--- src/rtl/uart_tx_queue.sv ---
// Byte queue feeding a UART transmitter: buffers host writes and launches them one at a time.
// Define UART_TXQ_OVF_EN to add the sticky overflow flag (ovf) and its clear input (ovf_clr).
module uart_tx_queue #(
    parameter int unsigned DEPTH  = 16,
    parameter int unsigned ADDR_W = 4
) (
    input  logic              clk,
    input  logic              rst,
    input  logic              wr_en,
    input  logic [7:0]        wr_data,
    output logic              full,
    output logic              empty,
    output logic [ADDR_W:0]   count,
    output logic              tx_en,
    output logic [7:0]        tx_data,
    input  logic              tx_busy,
    input  logic              tx_done
`ifdef UART_TXQ_OVF_EN
    ,
    output logic              ovf,
    input  logic              ovf_clr
`endif
);

    localparam int unsigned CNT_W = ADDR_W + 1;
    localparam logic [CNT_W-1:0] DEPTH_CNT = CNT_W'(DEPTH);

    typedef enum logic [1:0] {
        ST_IDLE      = 2'd0,
        ST_LAUNCH    = 2'd1,
        ST_WAIT_DONE = 2'd2
    } state_t;

    state_t             state_q, state_d;
    logic [ADDR_W-1:0]  wr_ptr_q, wr_ptr_d;
    logic [ADDR_W-1:0]  rd_ptr_q, rd_ptr_d;
    logic [CNT_W-1:0]   count_q, count_d;
    logic               full_q, full_d;
    logic               empty_q, empty_d;
    logic               tx_en_q, tx_en_d;
    logic [7:0]         tx_data_q, tx_data_d;
    logic               wr_accept_c;
    logic               pop_c;
    logic [7:0]         mem_q [0:DEPTH-1];

    // Launch sequencer: one byte per transmitter frame.
    always_comb begin
        state_d = state_q;
        pop_c   = 1'b0;
        case (state_q)
            ST_IDLE: begin
                if (!empty_q && !tx_busy) begin
                    pop_c   = 1'b1;
                    state_d = ST_LAUNCH;
                end
            end
            ST_LAUNCH: begin
                state_d = ST_WAIT_DONE;
            end
            ST_WAIT_DONE: begin
                if (tx_done) begin
                    state_d = ST_IDLE;
                end
            end
            default: begin
                state_d = ST_IDLE;
            end
        endcase
        tx_en_d = (state_d == ST_LAUNCH);
    end

    always_ff @(posedge clk or posedge rst) begin
        if (rst) begin
            state_q <= ST_IDLE;
        end else begin
            state_q <= state_d;
        end
    end

    // Pointer, occupancy and launch-data next values; a write to a full queue is dropped outright.
    always_comb begin
        wr_accept_c = wr_en && !full_q;
        wr_ptr_d    = wr_accept_c ? wr_ptr_q + ADDR_W'(1) : wr_ptr_q;
        rd_ptr_d    = pop_c ? rd_ptr_q + ADDR_W'(1) : rd_ptr_q;
        tx_data_d   = pop_c ? mem_q[rd_ptr_q] : tx_data_q;
        count_d     = count_q;
        case ({wr_accept_c, pop_c})
            2'b10:   count_d = count_q + CNT_W'(1);
            2'b01:   count_d = count_q - CNT_W'(1);
            default: count_d = count_q;
        endcase
        full_d  = (count_d == DEPTH_CNT);
        empty_d = (count_d == '0);
    end

    always_ff @(posedge clk or posedge rst) begin
        if (rst) begin
            wr_ptr_q  <= '0;
            rd_ptr_q  <= '0;
            count_q   <= '0;
            full_q    <= 1'b0;
            empty_q   <= 1'b1;
            tx_en_q   <= 1'b0;
            tx_data_q <= 8'h00;
        end else begin
            wr_ptr_q  <= wr_ptr_d;
            rd_ptr_q  <= rd_ptr_d;
            count_q   <= count_d;
            full_q    <= full_d;
            empty_q   <= empty_d;
            tx_en_q   <= tx_en_d;
            tx_data_q <= tx_data_d;
        end
    end

    // Storage array keeps its contents across reset.
    always_ff @(posedge clk) begin
        if (wr_accept_c) begin
            mem_q[wr_ptr_q] <= wr_data;
        end
    end

`ifdef UART_TXQ_OVF_EN
    logic ovf_q, ovf_d;

    // A drop wins over a same-cycle clear.
    always_comb begin
        ovf_d = (wr_en && full_q) || (ovf_q && !ovf_clr);
    end

    always_ff @(posedge clk or posedge rst) begin
        if (rst) begin
            ovf_q <= 1'b0;
        end else begin
            ovf_q <= ovf_d;
        end
    end

    assign ovf = ovf_q;
`endif

    assign full    = full_q;
    assign empty   = empty_q;
    assign count   = count_q;
    assign tx_en   = tx_en_q;
    assign tx_data = tx_data_q;

endmodule
--- config.mk ---
export PLATFORM = sky130hd
export DESIGN_NAME = uart_tx_queue
export DESIGN_NICKNAME = d
export VERILOG_FILES = /design/src/rtl/uart_tx_queue.sv
export SDC_FILE = /design/constraint.sdc
export NUM_CORES = 1
export LEC_CHECK = 0
export CAP_MARGIN = 40
export CORE_UTILIZATION = 28
export DETAILED_ROUTE_END_ITERATION = 12
export PLACE_DENSITY = 0.54
export RECOVER_POWER = 25
export SETUP_SLACK_MARGIN = 0.1
export SYNTH_ARGS = -nofsm -noshare
export SYNTH_HDL_FRONTEND = slang
export SYNTH_SLANG_ARGS = --single-unit
--- constraint.sdc ---
create_clock -name clk -period 2.85 [get_ports clk]
set_clock_uncertainty 0.15 [all_clocks]
set_input_delay 0.57 -clock clk [delete_from_list [all_inputs] [get_ports clk]]
set_output_delay 0.57 -clock clk [all_outputs]
set_load 0.01 [all_outputs]
==> run metrics <==
die height roughly 150 µm; Pins Over Slew Limit 27; Critical Path Max Stage Delay just under 0.6 ns; Leak Pwr approximately 2.7 nW; post-synthesis instance area ~6200 µm²; worst path cell trace or4_4 -> clkinv_8 -> nand2_8 -> xnor2_4 -> ha_4 -> nor3_4 -> o31ai_4 -> a21oi_2 -> and3b_1 -> or4_4 -> nor2_2; main area contributors after synthesis edfxtp_1, mux4_2, dfrtp_1; CTS tree built; Worst-Margin Slew 1.51 ns; Vias per Instance roughly 4.6; Synth area leader edfxtp_1; share of the synthesized area in the top cell type slightly above 60%; Distinct cells, synth 35; worst min path class reg2reg; Synth async-reset ratio roughly 17%; Worst Setup Start Kind register; Die W 150 µm; TNS Setup 0 ns; First-pass DRT Iterations 4; Gate Count Post-Synth 336; GR Util met1 about 16%; worst path required time between 3 and 4 ns; Commonest cells post-synth edfxtp_1, mux4_2, dfrtp_1, nor2_1, mux2i_1; core area roughly 21000 µm²; post-route ant nets 0; Post-Synthesis Net Count between 300 and 400; via count about 3200; CTS root buf clkbuf_16; Max Cap Viol 1; Fmax achieved ~360 MHz; final wirelength approximately 13000 µm; CTS Sinks 154; Overflow after GRT 0; Initial Utilization ~29%; violated checks capacitance limit, slew limit; nets@finish 421; clk slew on worst S/H paths around 0.060 ns; ratio of total power to cell area around 1000 nW/µm²; clock buffer depth 2; Synth Area per Inst roughly 18 µm²; largest fanout on the critical path 3; met2 GRT Util around a fifth; met3 usage slightly above 3%; Yosys reg bits around 150; GRT Util Overall around an eighth; Critical Path End Type register; share of layout cells above drive strength 1 28.0%; Final Critical Period about 2.8 ns; Final Hold Viols 0; Initial DRC Count about 200; H-tree depth 4; first-pass GRT wire length 20100 µm; Seq/Total Area, Yosys 72.9%; Most common cell on crit path or4_4; final setup vio count 0; Post-synth EDFFs ~130; Synthesis Warnings 0; residual DRC count 0; Reg2Reg Setup Slack ~0.04 ns; vias in the first global route between 3000 and 4000; later-pin clock latency in the skew report 0.43 ns; most frequent cell after synthesis edfxtp_1; unrepaired setup endpoints after global routing true; IO Pins 29; cts bufs inserted 17; delay-heaviest family, CP simple AND/OR/NAND/NOR gates; VDD IR max 0.000355 V; CP arrival roughly 3.0 ns; Layout area overhead 25.0%; GRT Max-Usage Layer met2; placement row count 53; # hold bufs at CTS 0; WS Path Type reg2reg; final worst path period share 98.6%; dominant synthesized flop cell edfxtp_1; outcome finished, violations left; worst path bufs/invs 1; Antenna Cells 0; relative slew slack -0.772%; slowest CP cell or4_4; die area about 23000 µm²; Post-DP HPWL ~8400 µm; IO Port Bufs 28; initial antenna violation count 0; Avg WL per Cell 18.8 µm; overall power slightly below 8 mW; GPL Wtd Cong 0.731; largest net degree at the start of global routing 27
## metrics by stage
step | worst slack [ns] | area (µm²) | instances | util [%] | hold WS [ns]
after global routing | -0.0580 | 7710 | 689 | 36.2 | 0.388
final | 0.0408 | 7710 | 689 | 36.2 | 0.354
after detailed placement | -0.450 | 7020 | 654 | 33.0 | 0.341
after global placement | -0.392 | 7020 | 654 | 33.0 | 0.330
after floorplan | -0.0441 | 6220 | 336 | - | 0.350
after CTS | 0.0625 | 7700 | 688 | 36.2 | 0.355
## worst register-to-register path: stages, from the launching register on
cell	delay, ns
dfrtp_1	0.38
or4_4	0.58
clkinv_8	0.08
nand2_8	0.05
xnor2_4	0.15
ha_4	0.18
nor3_4	0.04
o31ai_4	0.20
a21oi_2	0.09
and3b_1	0.16
or4_4	0.56
nor2_2	0.12
## cell type report
cell class | instances | area, µm²
clock buffer | 17 | 425
clock inverter | 15 | 210
fill | 1971 | 13600
inverter | 8 | 47.5
multi-input combinational | 156 | 1640
sequential | 154 | 4500
tap | 275 | 344
timing repair buffer | 64 | 546
## layout by cell type, fill, tap and decap left out, types with 3 or more instances in the layout
master           Yosys  final
clkbuf_16            0     17
nand4_1              4      4
nand2b_1             4      4
nor2_1              25     24
buf_4                0     35
bufinv_16            0      4
dfrtp_1             25     24
a21oi_1             11     10
clkdlybuf4s50_1      0     20
dlygate4sd3_1        0      7
mux2i_1             16     16
mux4_2              32     32
clkinvlp_4           0      3
xnor2_1              9      8
nor3_1               5      4
inv_6                0      4
edfxtp_1           128    128
inv_1                6      6
o21ai_0              8      8
nand2_1             13     12
ha_1                 7      5
## cells by family after synthesis
kind of cell	Yosys count	synth area share, %
muxes	50	14.6
and+or+nand+nor	61	4.95
xor gates and xnor gates	11	1.56
adders and majority gates	7	1.42
DFF	154	72.9
AOI/OAI and AO/OA	27	2.76
buffers and inverters	26	1.76
## power breakdown
part | internal [mW] | switching [mW]
Clock | 1.48 | 0.942
Combinational | 1.22 | 1.06
Sequential | 2.81 | 0.389
## registers in the layout (all words and copies together), names as in the netlist
name,cells
empty,1
full,1
count,5
mem_q,128
rd_ptr_q,4
tx_data,8
tx_en,1
wr_ptr_q,4
state_q,2
## per-layer routing
layer | part of all wire [%] | wire length [µm]
met2 | 50 | 6490
met4 | 1.6 | 202
met1 | 46 | 5940
met3 | 2.6 | 334
met5 | 0 | 0
## worst paths after layout
path | from | end | depth (start not counted)
hold / removal | tx_data[1] | tx_data[1] | 2
setup / recovery | state_q[1] | full | 11
setup reg to reg | state_q[1] | full | 11
min in group asynchronous | rst | count[4] | 3
hold reg to reg | tx_data[1] | tx_data[1] | 2
max in group asynchronous | rst | rd_ptr_q[0] | 3
## timing repair
item                                    in CTS  in global routing
pin swaps                                    7                  1
setup buffers                                2                  1
endpoints found under the setup margin       3                  3
gates resized for setup                      6                  1
Power figures use the tool's default switching activity.
